$ cat config.mk
export PLATFORM = sky130hd
export DESIGN_NAME = dac_spi_tx_flat
export DESIGN_NICKNAME = d
export VERILOG_FILES = /design/src/rtl/dds_pkg.sv /design/src/rtl/dac_spi_tx_if.sv /design/src/rtl/dac_spi_tx_sclk_tick_gen.sv /design/src/rtl/dac_spi_tx.sv /design/src/flat_wrapper.sv
export SDC_FILE = /design/constraint.sdc
export NUM_CORES = 1
export LEC_CHECK = 0
export ABC_AREA = 1
export BUFFER_PORTS_ARGS = -buffer_cell sky130_fd_sc_hd__buf_2
export CAP_MARGIN = 25
export CORE_ASPECT_RATIO = 0.6
export CORE_MARGIN = 3
export CORE_UTILIZATION = 47
export DETAILED_ROUTE_END_ITERATION = 12
export PLACE_DENSITY = 0.74
export SYNTH_ARGS = -nofsm -noshare
export SYNTH_HDL_FRONTEND = slang
export SYNTH_SLANG_ARGS = --single-unit
export TNS_END_PERCENT = 5
$ cat constraint.sdc
create_clock -name clk -period 1.6 [get_ports clk]
set_clock_uncertainty 0.2 [all_clocks]
set_input_delay 0.24 -clock clk [delete_from_list [all_inputs] [get_ports clk]]
set_output_delay 0.24 -clock clk [all_outputs]
set_load 0.01 [all_outputs]
$ cat src/rtl/dds_pkg.sv
`default_nettype none
// ============================================================================
//  Module      : dds_pkg
//  Description : Shared types and constants for the DDS DAC output path.
//                Defines the serial frame layout, the DAC power-down
//                encodings and the transmitter state enum.
//  Revision    : 1.0 - initial release
// ============================================================================
package dds_pkg;

  // Frame layout: 6 pad bits, 2 power-down bits, 16 sample bits, MSB first
  localparam int FRAME_BITS    = 24;
  localparam int CTRL_PAD_BITS = 6;
  localparam int SAMPLE_BITS   = 16;
  localparam int BIT_CNT_W     = 5;

  // DAC power-down control encodings
  localparam logic [1:0] PWR_NORMAL   = 2'b00;
  localparam logic [1:0] PWR_1K_GND   = 2'b01;
  localparam logic [1:0] PWR_100K_GND = 2'b10;
  localparam logic [1:0] PWR_HIZ      = 2'b11;

  typedef enum logic [1:0] {
    IDLE  = 2'd0,
    SETUP = 2'd1,
    SHIFT = 2'd2,
    HOLD  = 2'd3
  } dac_state_e;

  // Assemble the on-wire frame from the latched control bits and sample
  function automatic logic [FRAME_BITS-1:0] build_frame(
    input logic [1:0]             pm,
    input logic [SAMPLE_BITS-1:0] smp
  );
    return {{CTRL_PAD_BITS{1'b0}}, pm, smp};
  endfunction

endpackage
`default_nettype wire

$ cat src/rtl/dac_spi_tx_if.sv
`default_nettype none
// ============================================================================
//  Module      : dac_spi_tx_if
//  Description : Sample handshake between the waveform selector (master)
//                and the serial DAC transmitter (slave).
//  Revision    : 1.0 - initial release
// ============================================================================
interface dac_spi_tx_if;
  import dds_pkg::*;

  logic [SAMPLE_BITS-1:0] SampleIn;
  logic [1:0]             PowerMode;
  logic                   SampleValid;
  logic                   SampleReady;

  modport master (
    output SampleIn,
    output PowerMode,
    output SampleValid,
    input  SampleReady
  );

  modport slave (
    input  SampleIn,
    input  PowerMode,
    input  SampleValid,
    output SampleReady
  );

endinterface
`default_nettype wire

$ cat src/rtl/dac_spi_tx_sclk_tick_gen.sv
`default_nettype none
// ============================================================================
//  Module      : sclk_tick_gen
//  Description : Divider for the serial clock. Counts 0..CLK_DIV-1 while
//                enabled and flags the last count as a one-cycle phase tick
//                marking the end of an SCLK half-period.
//  Revision    : 1.0 - initial release
// ============================================================================
module sclk_tick_gen #(
  parameter int CLK_DIV = 4
) (
  input  wire logic clk,
  input  wire logic reset,
  input  wire logic i_en,
  input  wire logic i_clr,
  output logic      o_tick
);

  localparam int                 c_CNT_W = (CLK_DIV > 1) ? $clog2(CLK_DIV) : 1;
  localparam logic [c_CNT_W-1:0] c_LAST  = c_CNT_W'(CLK_DIV - 1);

  logic [c_CNT_W-1:0] r_cnt;

  // Free-running half-period counter, restarted at the start of each frame
  always_ff @(posedge clk or negedge reset) begin
    if (!reset) begin
      r_cnt <= '0;
    end else if (i_clr) begin
      r_cnt <= '0;
    end else if (i_en) begin
      r_cnt <= (r_cnt == c_LAST) ? '0 : r_cnt + 1'b1;
    end
  end

  assign o_tick = i_en && (r_cnt == c_LAST);

endmodule
`default_nettype wire

$ cat src/rtl/dac_spi_tx.sv
`default_nettype none
// ============================================================================
//  Module      : dac_spi_tx
//  Description : Serial DAC transmitter. Accepts a 16-bit sample plus power
//                mode, frames it as {6'b0, PowerMode, sample} and shifts it
//                MSB first on SYNC/SCLK/DIN. DIN changes on SCLK rising
//                edges so it is stable around every falling edge.
//                Optional macro DAC_OFFSET_BIN_EN inverts the sample MSB
//                (two's complement to offset binary) before latching.
//  Revision    : 1.0 - initial release
// ============================================================================
module dac_spi_tx
  import dds_pkg::*;
#(
  parameter int CLK_DIV = 4
) (
  input  wire logic     clk,
  input  wire logic     reset,
  dac_spi_tx_if.slave   sample_bus,
  output logic          DacSyncN,
  output logic          DacSclk,
  output logic          DacDin,
  output logic          Busy
);

  localparam logic [BIT_CNT_W-1:0] c_TOP_BIT = BIT_CNT_W'(FRAME_BITS - 1);

  dac_state_e              r_state;
  logic [FRAME_BITS-1:0]   r_frame;
  logic [BIT_CNT_W-1:0]    r_bit_cnt;
  logic                    r_phase_hi;
  logic                    r_last;
  logic                    r_ready;
  logic                    r_busy;
  logic                    r_sync_n;
  logic                    r_sclk;
  logic                    r_din;

  logic                    w_accept;
  logic                    w_tick;
  logic [SAMPLE_BITS-1:0]  w_sample;

`ifdef DAC_OFFSET_BIN_EN
  assign w_sample = {~sample_bus.SampleIn[SAMPLE_BITS-1], sample_bus.SampleIn[SAMPLE_BITS-2:0]};
`else
  assign w_sample = sample_bus.SampleIn;
`endif

  // Ready mirrors IDLE exactly, so the handshake is evaluated on the flop
  assign w_accept = r_ready && sample_bus.SampleValid;

  sclk_tick_gen #(
    .CLK_DIV (CLK_DIV)
  ) u_tick_gen (
    .clk    (clk),
    .reset  (reset),
    .i_en   (r_state != IDLE),
    .i_clr  (w_accept),
    .o_tick (w_tick)
  );

  // Frame sequencer; pin outputs are registered one cycle behind the state
  always_ff @(posedge clk or negedge reset) begin
    if (!reset) begin
      r_state    <= IDLE;
      r_frame    <= '0;
      r_bit_cnt  <= '0;
      r_phase_hi <= 1'b0;
      r_last     <= 1'b0;
      r_ready    <= 1'b1;
      r_busy     <= 1'b0;
      r_sync_n   <= 1'b1;
      r_sclk     <= 1'b1;
      r_din      <= 1'b0;
    end else begin
      case (r_state)
        IDLE: begin
          if (w_accept) begin
            r_frame    <= build_frame(sample_bus.PowerMode, w_sample);
            r_bit_cnt  <= c_TOP_BIT;
            r_phase_hi <= 1'b0;
            r_last     <= 1'b0;
            r_ready    <= 1'b0;
            r_busy     <= 1'b1;
            r_state    <= SETUP;
          end
        end
        SETUP: begin
          if (w_tick) begin
            r_state <= SHIFT;
          end
        end
        SHIFT: begin
          if (w_tick) begin
            if (!r_phase_hi) begin
              // SCLK rising edge: move DIN to the next bit unless on the last
              r_phase_hi <= 1'b1;
              if (r_bit_cnt == '0) begin
                r_last <= 1'b1;
              end else begin
                r_bit_cnt <= r_bit_cnt - 1'b1;
              end
            end else if (r_last) begin
              r_state <= HOLD;
            end else begin
              r_phase_hi <= 1'b0;
            end
          end
        end
        HOLD: begin
          if (w_tick) begin
            r_state <= IDLE;
            r_ready <= 1'b1;
            r_busy  <= 1'b0;
          end
        end
        default: begin
          r_state <= IDLE;
          r_ready <= 1'b1;
          r_busy  <= 1'b0;
        end
      endcase

      r_sync_n <= !((r_state == SETUP) || (r_state == SHIFT));
      r_sclk   <= !((r_state == SHIFT) && !r_phase_hi);
      r_din    <= ((r_state == SETUP) || (r_state == SHIFT)) ? r_frame[r_bit_cnt] : 1'b0;
    end
  end

  assign sample_bus.SampleReady = r_ready;
  assign Busy                   = r_busy;
  assign DacSyncN               = r_sync_n;
  assign DacSclk                = r_sclk;
  assign DacDin                 = r_din;

endmodule
`default_nettype wire

$ cat src/flat_wrapper.sv
// flat-port wrapper written by rule: the top's interface ports become plain ports
module dac_spi_tx_flat import dds_pkg::*;
#(
  parameter int CLK_DIV = 4
)
  (clk, reset, DacSyncN, DacSclk, DacDin, Busy, sample_bus_SampleIn, sample_bus_PowerMode, sample_bus_SampleValid, sample_bus_SampleReady);
  dac_spi_tx_if sample_bus_i ();
  input  wire logic clk;
  input  wire logic reset;
  output logic DacSyncN;
  output logic DacSclk;
  output logic DacDin;
  output logic Busy;
  input wire logic [$bits(sample_bus_i.SampleIn)-1:0] sample_bus_SampleIn;
  input wire logic [$bits(sample_bus_i.PowerMode)-1:0] sample_bus_PowerMode;
  input wire logic [$bits(sample_bus_i.SampleValid)-1:0] sample_bus_SampleValid;
  output wire logic [$bits(sample_bus_i.SampleReady)-1:0] sample_bus_SampleReady;
  assign sample_bus_i.SampleIn = sample_bus_SampleIn;
  assign sample_bus_i.PowerMode = sample_bus_PowerMode;
  assign sample_bus_i.SampleValid = sample_bus_SampleValid;
  assign sample_bus_SampleReady = sample_bus_i.SampleReady;
  dac_spi_tx #(.CLK_DIV(CLK_DIV)) u_core (.clk(clk), .reset(reset), .sample_bus(sample_bus_i), .DacSyncN(DacSyncN), .DacSclk(DacSclk), .DacDin(DacDin), .Busy(Busy));
endmodule
==> results of run 1 <==
-- stage by stage --
| step | utilization [%] | area (um^2) | power (uW) | setup WS, ns |
|---|---|---|---|---|
| finish | 75.3 | 2550 | 4910 | -0.103 |
| global placement | 60.9 | 2060 | 3510 | -0.0617 |
| global route | 75.3 | 2550 | 5300 | -0.156 |
| floorplan | - | 1730 | 2810 | -0.00293 |
| detailed placement | 60.9 | 2060 | 3590 | -0.123 |
| CTS | 72.9 | 2460 | 4620 | -0.0375 |
-- cells in the mapped netlist --
| library cell | n |
|---|---|
| sky130_fd_sc_hd__clkbuf_1 | 1 |
| sky130_fd_sc_hd__nand2_2 | 3 |
| sky130_fd_sc_hd__nand4_1 | 1 |
| sky130_fd_sc_hd__o211ai_1 | 1 |
| sky130_fd_sc_hd__o21ai_1 | 5 |
| sky130_fd_sc_hd__dfstp_2 | 3 |
| sky130_fd_sc_hd__buf_2 | 1 |
| sky130_fd_sc_hd__dfrtp_1 | 31 |
| sky130_fd_sc_hd__ha_1 | 7 |
| sky130_fd_sc_hd__o21ai_2 | 3 |
| sky130_fd_sc_hd__inv_2 | 3 |
| sky130_fd_sc_hd__o21ai_0 | 19 |
| sky130_fd_sc_hd__nor2_2 | 2 |
| sky130_fd_sc_hd__inv_1 | 21 |
| sky130_fd_sc_hd__o211a_1 | 1 |
| sky130_fd_sc_hd__nor3_1 | 1 |
| sky130_fd_sc_hd__o21a_1 | 1 |
| sky130_fd_sc_hd__buf_4 | 3 |
| sky130_fd_sc_hd__nor2_1 | 13 |
| sky130_fd_sc_hd__nor2_4 | 2 |
| sky130_fd_sc_hd__a21oi_1 | 5 |
| sky130_fd_sc_hd__buf_6 | 1 |
| sky130_fd_sc_hd__nand2_1 | 72 |
| sky130_fd_sc_hd__xor2_1 | 1 |
| sky130_fd_sc_hd__nand3_1 | 9 |
| sky130_fd_sc_hd__or2_2 | 1 |
-- worst max-delay path, delay by kind of cell, from the launching register on --
family / cells / cell delay [ns]
AO/OA/AOI/OAI: 3 / 0.39
buffers and inverters: 1 / 0.17
flip-flops: 1 / 0.46
AND/OR/NAND/NOR: 4 / 0.36
-- kinds of logic (layout without fill, tap and decap cells) --
group	after synthesis	in the layout	share of synthesized area [%]
simple gates	104	105	25.4
fa+ha+maj	7	7	5.11
flops	34	34	49.8
compound gates	35	35	11.5
xor+xnor	1	1	0.511
buf+inv	30	105	7.73
-- worst max path at each step --
stage	start	to	cells after the start
2_1_floorplan	u_core.r_bit_cnt[0]	u_core.r_bit_cnt[0]	10
3_3_place_gp	u_core.r_bit_cnt[1]	u_core.r_bit_cnt[1]	9
3_5_place_dp	u_core.r_state[0]	u_core.r_state[0]	8
4_1_cts	u_core.r_state[1]	u_core.r_state[0]	9
5_1_grt	u_core.r_bit_cnt[2]	u_core.r_bit_cnt[1]	8
6_report	u_core.r_bit_cnt[2]	u_core.r_bit_cnt[0]	8
-- metal layers --
layer	track usage [%]	wire (um)	up-vias
met5	0	0	-
met4	7.49	92	0
met3	5.65	206	10
met2	31.5	1970	44
met1	29.1	2160	722
li1	-	-	812
-- final cells by class --
cell class / count / share of cell area, %
Multi-Input combinational cell: 148 / 33.8
Sequential cell: 34 / 33.6
Timing Repair Buffer: 73 / 22.0
Clock buffer: 8 / 4.32
Inverter: 24 / 4.03
Tap cell: 45 / 2.21
-- power breakdown --
group	total [uW]	switching [uW]	internal (uW)
Sequential	1540	249	1290
Combinational	2630	1440	1180
Clock	740	306	434
-- registers in the layout (all words and copies together) (netlist names) --
register,flops
u_core.Busy,1
u_core.DacDin,1
u_core.DacSclk,1
u_core.DacSyncN,1
u_core.r_bit_cnt,5
u_core.r_frame,18
u_core.r_last,1
u_core.r_phase_hi,1
u_core.r_state,2
u_core.sample_bus.SampleReady,1
u_core.u_tick_gen.r_cnt,2
-- what timing repair did --
action,in CTS,in global routing
gates resized for setup,24,16
cloned,1,0
setup buffers,1,4
setup endpoints to repair,21,30
pin swaps,5,10
hold buffers,19,0
hold endpoints to repair,51,0
-- placed cells by master (no fill, tap or decap) --
cell type / count
sky130_fd_sc_hd__a21oi_1: 2
sky130_fd_sc_hd__a21oi_2: 3
sky130_fd_sc_hd__buf_12: 1
sky130_fd_sc_hd__buf_2: 25
sky130_fd_sc_hd__buf_4: 24
sky130_fd_sc_hd__buf_6: 4
sky130_fd_sc_hd__clkbuf_8: 8
sky130_fd_sc_hd__dfrtp_1: 30
sky130_fd_sc_hd__dfrtp_2: 1
sky130_fd_sc_hd__dfstp_2: 3
sky130_fd_sc_hd__dlygate4sd3_1: 19
sky130_fd_sc_hd__ha_1: 3
sky130_fd_sc_hd__ha_4: 4
sky130_fd_sc_hd__inv_1: 17
sky130_fd_sc_hd__inv_2: 4
sky130_fd_sc_hd__inv_4: 1
sky130_fd_sc_hd__inv_6: 2
sky130_fd_sc_hd__nand2_1: 69
sky130_fd_sc_hd__nand2_2: 4
sky130_fd_sc_hd__nand2_4: 2
sky130_fd_sc_hd__nand3_1: 8
sky130_fd_sc_hd__nand3_2: 1
sky130_fd_sc_hd__nand4_1: 1
sky130_fd_sc_hd__nor2_1: 12
sky130_fd_sc_hd__nor2_2: 2
sky130_fd_sc_hd__nor2_4: 4
sky130_fd_sc_hd__nor3_2: 1
sky130_fd_sc_hd__o211a_1: 1
sky130_fd_sc_hd__o211ai_1: 1
sky130_fd_sc_hd__o21a_1: 1
sky130_fd_sc_hd__o21ai_0: 15
sky130_fd_sc_hd__o21ai_1: 6
sky130_fd_sc_hd__o21ai_2: 4
sky130_fd_sc_hd__o21ai_4: 2
sky130_fd_sc_hd__or2_2: 1
sky130_fd_sc_hd__xor2_1: 1
==> impl_metrics.json, run 1 <==
{
  "synth.largest_area_cell": "sky130_fd_sc_hd__dfrtp_1",
  "route.vias.total": 1588,
  "max_cap_viol_count": 0,
  "synth.top_cell.area_share_pct": 45.2,
  "clk_latency_ns": 0.28,
  "netlist_area_before_placement_um2": 1720,
  "worst-r2r-setup-slack_ns": -0.10,
  "multiInputGateArea_um2": 862,
  "worst_path_slowest_cell": "sky130_fd_sc_hd__dfrtp_1",
  "arrival_ns": 1.67,
  "power.density_cell_area_nw_per_um2": 1930,
  "postSynthRegisterBits": 34,
  "layout.area.seq_um2": 856,
  "postLayoutSetupSlackWorst_ns": -0.103,
  "final-max-slew-violation-count": 0,
  "grt-ovfl-total": 0,
  "portBuffers": 25,
  "r2r_end": "u_core.r_bit_cnt[0]",
  "average_size_of_a_mapped_cell_um2": 8.13,
  "initial_utilization_pct": 50.7,
  "critical_path.reg2reg.startpoint": "u_core.r_bit_cnt[2]",
  "timing.critical_path.slowest_cell_delay_ns": 0.46,
  "drt_pre_antenna_iters": 4,
  "largest_net_degree_at_the_start_of_global_routing": 21,
  "timing.critical_path.cells": "inv_2, nand2_4, nor2_4, nand2_2, o21ai_4, nor2_4, o21ai_1, o21ai_1",
  "cts_buffers": 5,
  "nFillCells": 235,
  "antenna_found_initial": 0,
  "worstMarginPinSlew_ns": 0.380,
  "finish.net_count": 314,
  "worst_setup_path_category": "reg -> reg",
  "netlist_instances": 211,
  "layout-drive-gt1-share_pct": 35.2,
  "maxClockFrequency_mhz": 587,
  "max-slew-margin-rel_pct": 74.7,
  "fin_tns_setup_ns": -0.482,
  "area.growth.synth_to_final_pct": 48.5,
  "first_iter_violations": 122,
  "whs_ns": 0.174,
  "critical_path_peak_fanout": 5,
  "critical_path.endpoint_type": "register",
  "htree_levels": 2,
  "first_global_vias": 1559,
  "p_leak_uw": 0.00124,
  "synth.distinct_cells": 26,
  "vdd.ir_drop.worst_mv": 0.947,
  "via_per_inst": 4.78,
  "cts_max_path_buffers": 2,
  "min_path_type": "in -> reg",
  "setup_violations": 10,
  "required_ns": 1.56,
  "drc_errors": 0,
  "first_pass_grt_wire_length_um": 7090,
  "violations_in_the_final_reports": "setup timing",
  "worst_setup_sp_type": "register",
  "die_x_um": 84.0,
  "layoutNonFillerInstCount": 332,
  "cts_tree": "built",
  "ys_warn_count": 0,
  "rsz0062_at_grt": "yes",
  "std_cell_rows": 16,
  "antenna-diode-count": 0,
  "clkSlewWorstSetupHoldPaths_ns": 0.06,
  "rr_worst_depth": 8,
  "design.die.area_um2": 4430,
  "detailed_place_hpwl_um": 2840,
  "endpoint_of_the_worst_hold_timing_path": "u_core.u_tick_gen.r_cnt[1]",
  "synth-seq-area-share_pct": 49.8,
  "post_synth_main_area_contributors": "sky130_fd_sc_hd__dfrtp_1 (45%), sky130_fd_sc_hd__nand2_1 (16%), sky130_fd_sc_hd__o21ai_0 (5.5%), sky130_fd_sc_hd__ha_1 (5.1%), sky130_fd_sc_hd__dfstp_2 (4.6%)",
  "die_height_um": 52.8,
  "route.antenna.remaining_nets": 0,
  "routed_wire_length_per_instance_um": 13.3,
  "track_usage_pct": 20.9,
  "standard_cell_core_area_um2": 3380,
  "hold_start": "sample_bus_SampleValid",
  "status": "complete, but fails checks",
  "finalHoldViolations": 0,
  "net_count_of_the_mapped_netlist": 239,
  "timing.hold.worst_path_depth": 4,
  "boundaryPins": 26,
  "final_critical_period_ns": 1.70,
  "place_congestion": 0.848,
  "clock_tree.root_cell": "sky130_fd_sc_hd__clkbuf_8",
  "number_of_sinks_handled_by_clock_tree_synthesis": 34,
  "fraction_of_the_cycle_the_final_worst_path_needs_pct": 106,
  "placed_cells_incl_taps": 299,
  "drt_wl_total_um": 4430
}
No activity file was read; power rests on OpenSTA's default activity.
==> run 2, diff against run 1 <==
--- a/config.mk
+++ b/config.mk
@@ -12,7 +12,7 @@
 export CORE_MARGIN = 3
 export CORE_UTILIZATION = 47
 export DETAILED_ROUTE_END_ITERATION = 12
-export PLACE_DENSITY = 0.74
+export PLACE_DENSITY = 0.71
 export SYNTH_ARGS = -nofsm -noshare
 export SYNTH_HDL_FRONTEND = slang
 export SYNTH_SLANG_ARGS = --single-unit
==> constraint.sdc (replaced) <==
create_clock -name clk -period 1.9 [get_ports clk]
set_clock_uncertainty 0.2 [all_clocks]
set_input_delay 0.285 -clock clk [delete_from_list [all_inputs] [get_ports clk]]
set_output_delay 0.285 -clock clk [all_outputs]
set_load 0.01 [all_outputs]
==> impl_metrics.json, run 2 (synthesis gave the netlist of run 1 again) <==
{
  "worst-r2r-setup-slack_ns": 0.1,
  "critical_path.endpoint_type": "register",
  "drt_wl_total_um": 3730,
  "final-max-slew-violation-count": 0,
  "worst_setup_sp_type": "register",
  "clock_tree.root_cell": "sky130_fd_sc_hd__clkbuf_8",
  "place_congestion": 0.870,
  "status": "finished clean",
  "power.density_cell_area_nw_per_um2": 1610,
  "area.growth.synth_to_final_pct": 21.1,
  "final_critical_period_ns": 1.80,
  "pre_cts_ws_ns": 0.0798,
  "std_cell_rows": 16,
  "standard_cell_core_area_um2": 3380,
  "worst_setup_path_category": "reg -> reg",
  "drt_pre_antenna_iters": 4,
  "max-slew-margin-rel_pct": 71.1,
  "clkSlewWorstSetupHoldPaths_ns": 0.06,
  "portBuffers": 25,
  "post_cts_resized": 0,
  "required_ns": 1.87,
  "timing.critical_path.slowest_cell_delay_ns": 0.38,
  "worstMarginPinSlew_ns": 0.434,
  "first_pass_grt_wire_length_um": 6180,
  "cts_max_path_buffers": 2,
  "finish.net_count": 281,
  "cts_buffers": 5,
  "min_path_type": "in -> reg",
  "number_of_sinks_handled_by_clock_tree_synthesis": 34,
  "postLayoutSetupSlackWorst_ns": 0.0952,
  "max_cap_viol_count": 0,
  "die_height_um": 52.8,
  "initial_utilization_pct": 50.7,
  "antenna_found_initial": 0,
  "arrival_ns": 1.77,
  "placed_cells_incl_taps": 282,
  "first_iter_violations": 89,
  "route.antenna.remaining_nets": 0,
  "fraction_of_the_cycle_the_final_worst_path_needs_pct": 95.0,
  "design.die.area_um2": 4430,
  "rsz0062_at_grt": "yes",
  "track_usage_pct": 18.4,
  "timing.critical_path.cells": "inv_1, ha_1, buf_4, nand2_1, o211ai_1, nor2_2, o21ai_0",
  "htree_levels": 2,
  "antenna-diode-count": 0,
  "cts_tree": "built",
  "via_per_inst": 4.86,
  "die_x_um": 84.0,
  "largest_net_degree_at_the_start_of_global_routing": 19,
  "clk_latency_ns": 0.28,
  "critical_path_peak_fanout": 6,
  "detailed_place_hpwl_um": 2640,
  "vdd.ir_drop.worst_mv": 0.771,
  "grt-ovfl-total": 0,
  "cp_num_buf_inv": 2,
  "largest_register": "u_core.r_frame",
  "setup_violations": 0,
  "boundaryPins": 26,
  "layoutNonFillerInstCount": 299,
  "drc_errors": 0,
  "route.vias.total": 1453,
  "mostFrequentLayoutCell": "sky130_fd_sc_hd__nand2_1",
  "first_global_vias": 1339,
  "path_delay_family": "flip-flops",
  "finalHoldViolations": 0,
  "layout-drive-gt1-share_pct": 23.2,
  "largest_register_ffs": 18,
  "final_cell_mix": "sky130_fd_sc_hd__nand2_1 (72), sky130_fd_sc_hd__dfrtp_1 (31), sky130_fd_sc_hd__buf_2 (25), sky130_fd_sc_hd__inv_1 (21), sky130_fd_sc_hd__o21ai_0 (19)",
  "maxClockFrequency_mhz": 554,
  "worst_path_slowest_cell": "sky130_fd_sc_hd__dfrtp_1",
  "layout_top_registers": "u_core.r_frame x18, u_core.r_bit_cnt x5",
  "p_leak_uw": 0.00105,
  "routed_wire_length_per_instance_um": 12.5
}
==> run 2: cell types whose count changed in the layout (fill, tap and decap cells not counted), sizes merged <==
cell	previous run	this run
buf	54	37
nor2	18	17
dlygate4sd3	19	4
==> run 2: worst paths after layout <==
path	start	end	cells after the start
hold reg to reg	u_core.r_frame[16]	u_core.r_frame[16]	2
min in group asynchronous	reset	u_core.r_frame[5]	2
setup reg to reg	u_core.r_state[0]	u_core.r_state[1]	7
hold / removal	sample_bus_PowerMode[0]	u_core.r_frame[16]	3
setup / recovery	u_core.r_state[0]	u_core.r_state[1]	7
max in group asynchronous	reset	u_core.DacSyncN	3
==> run 2: repair_timing <==
action,4_1_cts,5_1_grt
endpoints found under the hold margin,19,0
buffers inserted,0,5
setup endpoints to repair,0,8
hold buffers,4,0
==> run 2: layout make-up <==
cell class	count	area [um^2]
clock buffers	8	80.1
fillers	311	1310
inverters	24	90.1
multi-input cells	147	728
flip-flops and latches	34	855
well taps	45	56.3
repair buffers	41	268
==> run 2: power breakdown <==
group          total [uW]  switching (uW)  leakage, uW  internal, uW
clock network         510             250    0.0000395           260
registers            1270             183     0.000406          1090
logic                1570             950     0.000603           617
total                3350            1380      0.00105          1960
==> run 2: per-stage QoR <==
stage	utilization [%]	TNS (ns)	area (um^2)	hold slack [ns]	power (uW)
5_1_grt	61.4	-0.0753	2080	0.00717	3660
6_report	61.4	0	2080	0.00410	3350
3_5_place_dp	56.7	0	1920	0.0475	2730
2_1_floorplan	-	0	1720	-0.211	2330
3_3_place_gp	56.7	0	1920	0.0441	2700
4_1_cts	60.3	0	2040	0.000524	3270
==> run 2: worst min-delay path, cell delays in order <==
cell                      delay [ns]
sky130_fd_sc_hd__buf_2          0.07
sky130_fd_sc_hd__nand2_1        0.04
sky130_fd_sc_hd__nand2_1        0.05
==> run 2: metal layers <==
metal | GRT usage [%] | routed length, um | vias to the layer above
li1 | - | - | 745
met1 | 26.6 | 1970 | 653
met2 | 26.0 | 1390 | 49
met3 | 6.28 | 310 | 6
met4 | 5.35 | 55 | 0
met5 | 0 | 0 | -
==> run 3, diff against run 2 <==
==> constraint.sdc (replaced) <==
create_clock -name clk -period 2.1 [get_ports clk]
set_clock_uncertainty 0.2 [all_clocks]
set_input_delay 0.315 -clock clk [delete_from_list [all_inputs] [get_ports clk]]
set_output_delay 0.315 -clock clk [all_outputs]
set_load 0.01 [all_outputs]
==> impl_metrics.json, run 3 (synthesis gave the netlist of run 1 again) <==
{
  "cts_tree": "built",
  "grt_util_met2_pct": 23.9,
  "path_delay_family": "simple AND/OR/NAND/NOR gates",
  "busiest_layer": "met1",
  "clk_latency_ns": 0.28,
  "critical_path.endpoint_type": "register",
  "status": "finished clean",
  "worst_setup_path_category": "reg -> reg",
  "timing.critical_path.cells": "inv_1, ha_1, inv_2, nand2_2, nand2_1, o21ai_2, nor2_4, nand2_1, nand2_1, o21ai_2",
  "place_congestion": 0.876,
  "die_height_um": 52.8,
  "r2r_end": "u_core.r_bit_cnt[4]",
  "portBuffers": 25,
  "rr_worst_depth": 10,
  "rsz0062_at_grt": "no",
  "route.vias.total": 1384,
  "number_of_sinks_handled_by_clock_tree_synthesis": 34,
  "whs_ns": 0.0357,
  "clock_tree.root_cell": "sky130_fd_sc_hd__clkbuf_8",
  "layout-drive-gt1-share_pct": 21.4,
  "switching_share_pct": 41.6,
  "grt_util_met3_pct": 5.49,
  "via_per_inst": 4.81,
  "postLayoutSetupSlackWorst_ns": 0.210,
  "htree_levels": 2,
  "worstMarginPinSlew_ns": 0.732,
  "finalHoldViolations": 0,
  "grt-ovfl-total": 0,
  "fin_tns_setup_ns": 0,
  "largest_register": "u_core.r_frame",
  "layout_top_registers": "u_core.r_frame x18, u_core.r_bit_cnt x5",
  "setup_violations": 0,
  "maxClockFrequency_mhz": 529,
  "max-slew-margin-rel_pct": 51.2,
  "initial_utilization_pct": 50.7,
  "track_usage_pct": 18.5,
  "sequentialPowerShare_pct": 39.7,
  "p_sw_uw": 1210,
  "area.growth.synth_to_final_pct": 15.2,
  "gate_power_share_pct": 44.6,
  "p_leak_uw": 0.000989,
  "first_iter_violations": 80,
  "min_path_type": "in -> reg",
  "arrival_ns": 1.85,
  "boundaryPins": 26,
  "timing.critical_path.slowest_cell_delay_ns": 0.38,
  "fraction_of_the_cycle_the_final_worst_path_needs_pct": 90.0,
  "path_common_cell": "sky130_fd_sc_hd__nand2_1",
  "vdd.ir_drop.worst_mv": 0.652,
  "drt_pre_antenna_iters": 5,
  "power.internal_uw": 1700,
  "first_global_vias": 1317,
  "std_cell_rows": 16,
  "hold_start": "sample_bus_PowerMode[0]",
  "met1_routing_resource_usage_after_global_routing_pct": 28.9,
  "max_cap_viol_count": 0,
  "critical_path_peak_fanout": 9,
  "route.antenna.remaining_nets": 0,
  "power.density_cell_area_nw_per_um2": 1470,
  "antenna_found_initial": 0,
  "drt_wl_total_um": 3590,
  "detailed_place_hpwl_um": 2670,
  "layout.area.seq_um2": 855,
  "pre_cts_ws_ns": 0.155,
  "required_ns": 2.06,
  "antenna-diode-count": 0,
  "worstSetupPathDepth": 10,
  "cts.repair_timing.setup_buffer_count": 0,
  "first_pass_grt_wire_length_um": 6270,
  "final_cell_mix": "sky130_fd_sc_hd__nand2_1 (72), sky130_fd_sc_hd__dfrtp_1 (31), sky130_fd_sc_hd__buf_2 (25), sky130_fd_sc_hd__inv_1 (21), sky130_fd_sc_hd__o21ai_0 (19)",
  "endpoint_of_the_worst_hold_timing_path": "u_core.r_frame[16]",
  "multiInputGateArea_um2": 731,
  "design.die.area_um2": 4430,
  "standard_cell_core_area_um2": 3380,
  "final_critical_period_ns": 1.89,
  "nFillCells": 349,
  "timing.hold.worst_path_depth": 3,
  "drc_errors": 0,
  "worst_setup_sp_type": "register",
  "cts_max_path_buffers": 2,
  "mostFrequentLayoutCell": "sky130_fd_sc_hd__nand2_1",
  "routed_wire_length_per_instance_um": 12.5,
  "final-max-slew-violation-count": 0,
  "power_frac_clock_pct": 15.7,
  "cts_buffers": 5,
  "die_x_um": 84.0,
  "largest_net_degree_at_the_start_of_global_routing": 35,
  "largest_register_ffs": 18,
  "cp_num_buf_inv": 2,
  "critical_path.reg2reg.startpoint": "u_core.r_state[0]",
  "worst-r2r-setup-slack_ns": 0.21,
  "finish.net_count": 270,
  "worst_path_slowest_cell": "sky130_fd_sc_hd__dfrtp_1",
  "clkSlewWorstSetupHoldPaths_ns": 0.06
}
-- run 3: per-layer routing --
layer,wire length (um),vias up
met1,1990,620
met4,25,0
met3,266,2
met5,0,-
li1,-,722
met2,1310,40
-- run 3: cell type report --
cell class / count / share of cell area (%)
Sequential cell: 34 / 43.2
Multi-Input combinational cell: 147 / 37.0
Timing Repair Buffer: 30 / 8.35
Inverter: 24 / 4.56
Clock buffer: 8 / 4.05
Tap cell: 45 / 2.85
-- run 3: worst max-delay path by stage --
stage | end | from
3_3_place_gp | u_core.r_last | u_core.r_state[0]
2_1_floorplan | u_core.r_bit_cnt[4] | u_core.r_state[0]
6_report | u_core.r_bit_cnt[4] | u_core.r_state[0]
5_1_grt | u_core.r_bit_cnt[4] | u_core.r_state[0]
4_1_cts | u_core.r_state[0] | u_core.r_state[0]
3_5_place_dp | u_core.r_state[0] | u_core.r_state[0]
-- run 3: per-stage QoR --
stage               instance area [um^2]  total power, uW  cells  utilization, %
detailed placement                  1880             2450    279            55.7
global placement                    1880             2410    279            55.7
global route                        1980             3190    288            58.4
finish                              1980             2910    288            58.4
floorplan                           1720             2110    211               -
CTS                                 1970             2920    288            58.4
-- run 3: power groups by stage --
stage / logic (uW) / registers, uW / clock network [uW]
2_1_floorplan: 976 / 1140 / 0
3_3_place_gp: 1260 / 1150 / 0
3_5_place_dp: 1290 / 1160 / 0
4_1_cts: 1300 / 1150 / 468
5_1_grt: 1510 / 1190 / 498
6_report: 1300 / 1150 / 457
-- run 3: what timing repair did --
action / CTS / global route
resized for setup: 0 / 1
endpoints found under the setup margin: 0 / 1
hold buffers: 1 / 0
endpoints found under the hold margin: 31 / 0
-- run 3: worst reg2reg max path: stages, from the launching register on --
cell and delay [ns]:
sky130_fd_sc_hd__dfrtp_1 0.38, sky130_fd_sc_hd__inv_1 0.10, sky130_fd_sc_hd__ha_1 0.26, sky130_fd_sc_hd__inv_2 0.15, sky130_fd_sc_hd__nand2_2 0.10, sky130_fd_sc_hd__nand2_1 0.08
sky130_fd_sc_hd__o21ai_2 0.09, sky130_fd_sc_hd__nor2_4 0.22, sky130_fd_sc_hd__nand2_1 0.08, sky130_fd_sc_hd__nand2_1 0.07, sky130_fd_sc_hd__o21ai_2 0.05
